**src/rtl/mult_float_stage.sv**
```systemverilog
// Pipelined binary32 multiplier feeding the adderFloat accumulator.
// Four register ranks (classify, multiply, normalise, round/pack): result appears three edges after capture.
module mult_float_stage #(
  parameter int WIDTH = 32,
  parameter int EXP_W = 8,
  parameter int MAN_W = 23,
  parameter int BIAS  = 127
) (
  input  logic             Clk,
  input  logic             Rst,
  input  logic [WIDTH-1:0] a,
  input  logic [WIDTH-1:0] b,
  input  logic             inValid,
  input  logic             inFirst,
  output logic [WIDTH-1:0] product,
  output logic             Add,
  output logic             first
);

  localparam int SIG_W  = MAN_W + 1;
  localparam int PROD_W = 2 * SIG_W;
  localparam int E_W    = EXP_W + 2;
  localparam logic signed [E_W-1:0] E_MAX  = E_W'((1 << EXP_W) - 1);
  localparam logic signed [E_W-1:0] E_ZERO = '0;

  typedef enum logic [1:0] {SP_NONE, SP_ZERO, SP_INF, SP_NAN} special_t;

  // Operand unpack and classification
  logic             sa, sb;
  logic [EXP_W-1:0] ea, eb;
  logic [MAN_W-1:0] fa, fb;
  logic             a_zero, b_zero, a_inf, b_inf, a_nan, b_nan;
  special_t         in_sp;

  assign {sa, ea, fa} = a;
  assign {sb, eb, fb} = b;
  assign a_zero = (ea == '0);
  assign b_zero = (eb == '0);
  assign a_inf  = (&ea) && (fa == '0);
  assign b_inf  = (&eb) && (fb == '0);
  assign a_nan  = (&ea) && (fa != '0);
  assign b_nan  = (&eb) && (fb != '0);

  // NOTE: every variable written in always_comb gets a default first so no latch is inferred.
  always_comb begin
    in_sp = SP_NONE;
    if (a_nan || b_nan || (a_inf && b_zero) || (a_zero && b_inf))
      in_sp = SP_NAN;
    else if (a_inf || b_inf)
      in_sp = SP_INF;
    else if (a_zero || b_zero)
      in_sp = SP_ZERO;
  end

  // Stage registers
  logic                    s1_valid, s1_first, s1_sign;
  special_t                s1_sp;
  logic [EXP_W-1:0]        s1_ea, s1_eb;
  logic [SIG_W-1:0]        s1_ma, s1_mb;

  logic                    s2_valid, s2_first, s2_sign;
  special_t                s2_sp;
  logic signed [E_W-1:0]   s2_e;
  logic [PROD_W-1:0]       s2_p;

  logic                    s3_valid, s3_first, s3_sign;
  special_t                s3_sp;
  logic signed [E_W-1:0]   s3_e;
  logic [MAN_W-1:0]        s3_man;
  logic                    s3_guard, s3_sticky;

  // Normalise the 48-bit significand product
  logic [MAN_W-1:0]      n_man;
  logic                  n_guard, n_sticky;
  logic signed [E_W-1:0] n_e;

  always_comb begin
    n_man    = s2_p[PROD_W-3 -: MAN_W];
    n_guard  = s2_p[PROD_W-3-MAN_W];
    n_sticky = |s2_p[PROD_W-4-MAN_W:0];
    n_e      = s2_e;
    if (s2_p[PROD_W-1]) begin
      n_man    = s2_p[PROD_W-2 -: MAN_W];
      n_guard  = s2_p[PROD_W-2-MAN_W];
      n_sticky = |s2_p[PROD_W-3-MAN_W:0];
      n_e      = s2_e + E_W'(1);
    end
  end

  // Round to nearest even, then pack with special-case priority
  logic                  round_up, carry;
  logic [MAN_W-1:0]      r_man;
  logic signed [E_W-1:0] r_e;
  logic [WIDTH-1:0]      packed_res;

  always_comb begin
    round_up     = s3_guard && (s3_sticky || s3_man[0]);
    {carry, r_man} = {1'b0, s3_man} + (MAN_W + 1)'(round_up);
    r_e          = s3_e + E_W'(carry);
    packed_res   = {s3_sign, r_e[EXP_W-1:0], r_man};
    unique case (s3_sp)
      SP_NAN:  packed_res = {1'b0, {EXP_W{1'b1}}, 1'b1, {(MAN_W-1){1'b0}}};
      SP_INF:  packed_res = {s3_sign, {EXP_W{1'b1}}, {MAN_W{1'b0}}};
      SP_ZERO: packed_res = {s3_sign, {(WIDTH-1){1'b0}}};
      default: begin
        if (r_e >= E_MAX)
          packed_res = {s3_sign, {EXP_W{1'b1}}, {MAN_W{1'b0}}};
        else if (r_e <= E_ZERO)
          packed_res = {s3_sign, {(WIDTH-1){1'b0}}};
      end
    endcase
  end

  // Control path: valids, first flags and outputs are reset so in-flight work is dropped.
  always_ff @(posedge Clk) begin
    if (Rst) begin
      s1_valid <= 1'b0;
      s2_valid <= 1'b0;
      s3_valid <= 1'b0;
      s1_first <= 1'b0;
      s2_first <= 1'b0;
      s3_first <= 1'b0;
      Add      <= 1'b0;
      first    <= 1'b0;
      product  <= '0;
    end else begin
      s1_valid <= inValid;
      s1_first <= inValid && inFirst;
      s2_valid <= s1_valid;
      s2_first <= s1_first;
      s3_valid <= s2_valid;
      s3_first <= s2_first;
      Add      <= s3_valid;
      first    <= s3_valid && s3_first;
      if (s3_valid)
        product <= packed_res;
    end
  end

  // NOTE: datapath registers carry no reset; their contents are only observed behind a valid bit.
  always_ff @(posedge Clk) begin
    s1_sign   <= sa ^ sb;
    s1_sp     <= in_sp;
    s1_ea     <= ea;
    s1_eb     <= eb;
    s1_ma     <= {1'b1, fa};
    s1_mb     <= {1'b1, fb};

    s2_sign   <= s1_sign;
    s2_sp     <= s1_sp;
    s2_e      <= E_W'(s1_ea) + E_W'(s1_eb) - E_W'(BIAS);
    s2_p      <= PROD_W'(s1_ma) * PROD_W'(s1_mb);

    s3_sign   <= s2_sign;
    s3_sp     <= s2_sp;
    s3_e      <= n_e;
    s3_man    <= n_man;
    s3_guard  <= n_guard;
    s3_sticky <= n_sticky;
  end

endmodule

```
**config.mk**
```make
export PLATFORM = sky130hd
export DESIGN_NAME = mult_float_stage
export DESIGN_NICKNAME = d
export VERILOG_FILES = /design/src/rtl/mult_float_stage.sv
export SDC_FILE = /design/constraint.sdc
export NUM_CORES = 2
export LEC_CHECK = 0
export BUFFER_PORTS_ARGS = -buffer_cell sky130_fd_sc_hd__buf_2
export CORE_MARGIN = 1
export CORE_UTILIZATION = 52
export CTS_CLUSTER_SIZE = 16
export DETAILED_ROUTE_END_ITERATION = 6
export PLACE_DENSITY_LB_ADDON = 0.3
export SLEW_MARGIN = 20
export SYNTH_ARGS = -nofsm -noshare
export SYNTH_HDL_FRONTEND = slang
export SYNTH_SLANG_ARGS = --single-unit
```
**constraint.sdc**
```tcl
create_clock -name Clk -period 15.9 [get_ports Clk]
set_input_delay 1.59 -clock Clk [delete_from_list [all_inputs] [get_ports Clk]]
set_output_delay 1.59 -clock Clk [all_outputs]
set_load 0.03 [all_outputs]
```
==> impl_metrics.csv <==
group,metric,value,unit
detailed_routing,dr.pass1.iters,5,
layout,diodes,0,
critical_path,worstSetupPathType,"flop to flop",
sta,timing.final.crit_share,47.35,%
yosys,yosys_warnings,0,
run_status,status,"complete, no violations",
die,row_count,80,
detailed_routing,drc,0,
run,drv_cap,0,
sta,finalHoldViolCount,0,
detailed_routing,totalWireLength,65830,µm
layout,multi_input_area,18430,µm²
sta,timing.setup.tns,0,ns
layout,area_growth,7.737,%
clock_tree,clk_latency,0.57,ns
detailed_routing,drt_iter0_drc,1367,
yosys,ys_seq_area_share,16.24,%
die,start_util,52.67,%
global_route,grt_pass1_vias,19271,
clock_tree,cts_buffer_depth,3,
clock_tree,numCtsBuffers,24,
global_route,antenna_found_initial,0,
critical_path,path_cells,"nand2_1 -> fa_1 -> inv_1 -> fa_1 -> inv_1 -> fa_1 -> inv_1 -> fa_1 -> inv_1 -> fa_1 -> inv_1 -> fa_1 -> inv_1 -> fa_1 -> inv_1 -> ha_1 -> and3_4 -> nand2_1 -> or4_4 -> o211ai_1 -> a31oi_1 -> o21ai_1 -> a311oi_1 -> xnor2_1",
yosys,yosys_register_bits,204,
global_route,grt_overflow,0,
critical_path,crit_fanout,24,
critical_path,cp-endpoint,"s2_p[34]$_DFF_P_",
detailed_routing,avgViaCountPerCell,5.376,
critical_path,cp_slowest_cell,"dfxtp_1",
place,io_buffers,101,
sta,rsz0062_at_grt,"false",
clock_tree,cts_tree,"built",
clock_tree,cts_hold_buf,0,
die,ios,102,
layout,nets,3473,
critical_path,rr_endpoint,"s2_p[34]$_DFF_P_",
sta,min_period,7.528,ns
clock_tree,root_buffer,"clkbuf_16",
clock_tree,clkTransAtPathRegs,0.06,ns
yosys,syn_nets,3426,
clock_tree,cts.sinks,204,
clock_tree,postCtsSetupBuffers,0,
die,dieArea,49240,µm²
sta,slew_headroom,19.62,%
sta,maxSlewViolCount,0,
global_route,grt_pass1_wl,105300,µm
sta,worst_slew_pin_slew,1.204,ns
critical_path,arrival,7.94,ns
yosys,syn_area,25150,µm²
yosys,synthCells,2682,
sta,setup_viol_count_final,0,
yosys,synth.avg_cell_area,9.376,µm²
critical_path,r2r_cells,24,
yosys,synth_area_leader_cell,"fa_1",
critical_path,rrSetupSlack,8.37,ns
yosys,async_reset_ff_share,0,%
die,die_h,221.9,µm
global_route,grt_start_max_net_pins,31,
die,die_w,221.9,µm
clock_tree,cts_max_level,1,
yosys,synth.area.top_cells,"fa_1, dfxtp_1, ha_1",
yosys,synth_top_area_share,38.45,%
layout,register_area,4085,µm²
critical_path,required,16.31,ns
clock_tree,cts_resized,0,
hold_path,hold_path_class,"flop to flop",
yosys,ys_types,68,
yosys,synth-edff-count,0,
critical_path,cp-start-kind,"flop",
die,core_area,47750,µm²
layout,fillCellCount,4160,
layout,drive_above_1_share,8.194,%
detailed_routing,routedWlPerCell,19.59,µm
critical_path,r2r_start,"s1_mb[4]$_DFF_P_",
yosys,synth_ff_type,"dfxtp_1",
critical_path,slowest_delay,1.05,ns
detailed_routing,ant_nets,0,
critical_path,end_kind,"flop",
place,routabilityCongestion,0.9499,
global_route,track_usage,27.72,%
sta,fmax,132.8,MHz
critical_path,cp-startpoint,"s1_mb[4]$_DFF_P_",
place,dp_hpwl,51110,µm
sta,clock_skew,0.04978,ns
detailed_routing,routed-via-count,18069,
-- final cells by class --
class / instances / share of cell area, %
Clock buffer: 31 / 2.499
Clock inverter: 12 / 0.5773
Inverter: 591 / 8.188
Multi-Input combinational cell: 1773 / 68.01
Sequential cell: 204 / 15.08
Tap cell: 615 / 2.840
Timing Repair Buffer: 135 / 2.808
-- layer usage --
metal,track usage [%],part of all wire [%],vias up
li1,-,-,8146
met1,36.18,41,9022
met2,45.20,46,746
met3,5.725,8.8,155
met4,11.13,4.4,0
met5,0,0,-
-- worst min path at each step --
stage	slack, ns	cells past startpoint	endpoint	from
final	0.33	0	s3_sp[0]$_DFF_P_	s2_sp[0]$_DFF_P_
after global routing	0.34	0	s3_sp[0]$_DFF_P_	s2_sp[0]$_DFF_P_
after CTS	0.33	0	s3_sp[0]$_DFF_P_	s2_sp[0]$_DFF_P_
after detailed placement	0.31	0	s3_sp[0]$_DFF_P_	s2_sp[0]$_DFF_P_
after global placement	0.31	0	s3_sp[1]$_DFF_P_	s2_sp[1]$_DFF_P_
after floorplan	0.31	0	s2_sign$_DFF_P_	s1_sign$_DFF_P_
-- stage by stage --
| stage | utilization (%) | hold WS [ns] | worst slack [ns] | cell area (µm²) | std cells |
|---|---|---|---|---|---|
| finish | 56.74 | 0.3266 | 8.372 | 27090 | 3361 |
| global route | 56.74 | 0.3437 | 8.080 | 27090 | 3361 |
| CTS | 56.74 | 0.3271 | 8.459 | 27090 | 3361 |
| detailed placement | 54.99 | 0.3128 | 8.485 | 26260 | 3318 |
| global placement | 54.99 | 0.3128 | 8.533 | 26260 | 3318 |
| floorplan | - | 0.3096 | 9.356 | 25150 | 2682 |
-- cell families after synthesis --
kind of cell,after synthesis,share of synthesized area (%)
AO/OA/AOI/OAI,201,5.269
XOR/XNOR,86,3.070
adder cells (fa/ha/maj),676,48.05
buffers and inverters,705,10.55
flip-flops,204,16.24
multiplexers,25,1.120
AND/OR/NAND/NOR,785,15.70
-- cell usage in the layout (no fill, tap or decap), drive strengths merged, types with 21 or more instances in the layout --
| cell | count |
|---|---|
| o21ai | 51 |
| buf | 135 |
| xor2 | 27 |
| a21o | 32 |
| fa | 483 |
| nor2 | 74 |
| dfxtp | 204 |
| and3 | 21 |
| nand2 | 311 |
| and2 | 262 |
| clkbuf | 31 |
| nand3 | 27 |
| ha | 193 |
| xnor2 | 59 |
| inv | 590 |
| nand4 | 23 |
| mux2 | 25 |
| a21oi | 48 |
-- worst max-delay path: cells and delay by family, from the launching register on --
| kind | cells | cell delay, ns |
|---|---|---|
| buffers and inverters | 7 | 0.40 |
| and+or+nand+nor | 4 | 1.03 |
| adders and majority gates | 8 | 4.00 |
| xor gates and xnor gates | 1 | 0.15 |
| DFF | 1 | 1.05 |
| AOI/OAI and AO/OA | 4 | 0.76 |
-- Yosys cell counts, drive strengths merged, types with 25 or more instances --
master and instances:
mux2 25, nand2 311, ha 193, xnor2 59
dfxtp 204, a21oi 48, fa 483, and2 262
nor2 74, inv 588, a21o 32, o21ai 51
nand3 27, clkbuf 111, xor2 27
-- flip-flops by register name (all words and copies together), names as in the netlist, 10 cells and up --
signal and count:
product 32, s1_mb 23, s2_e 10, s3_e 10, s2_p 48, s1_ma 23
s3_man 23
Power is not shown: default switching activity piles up to over one toggle a cycle in this logic, so the estimate is an artifact.
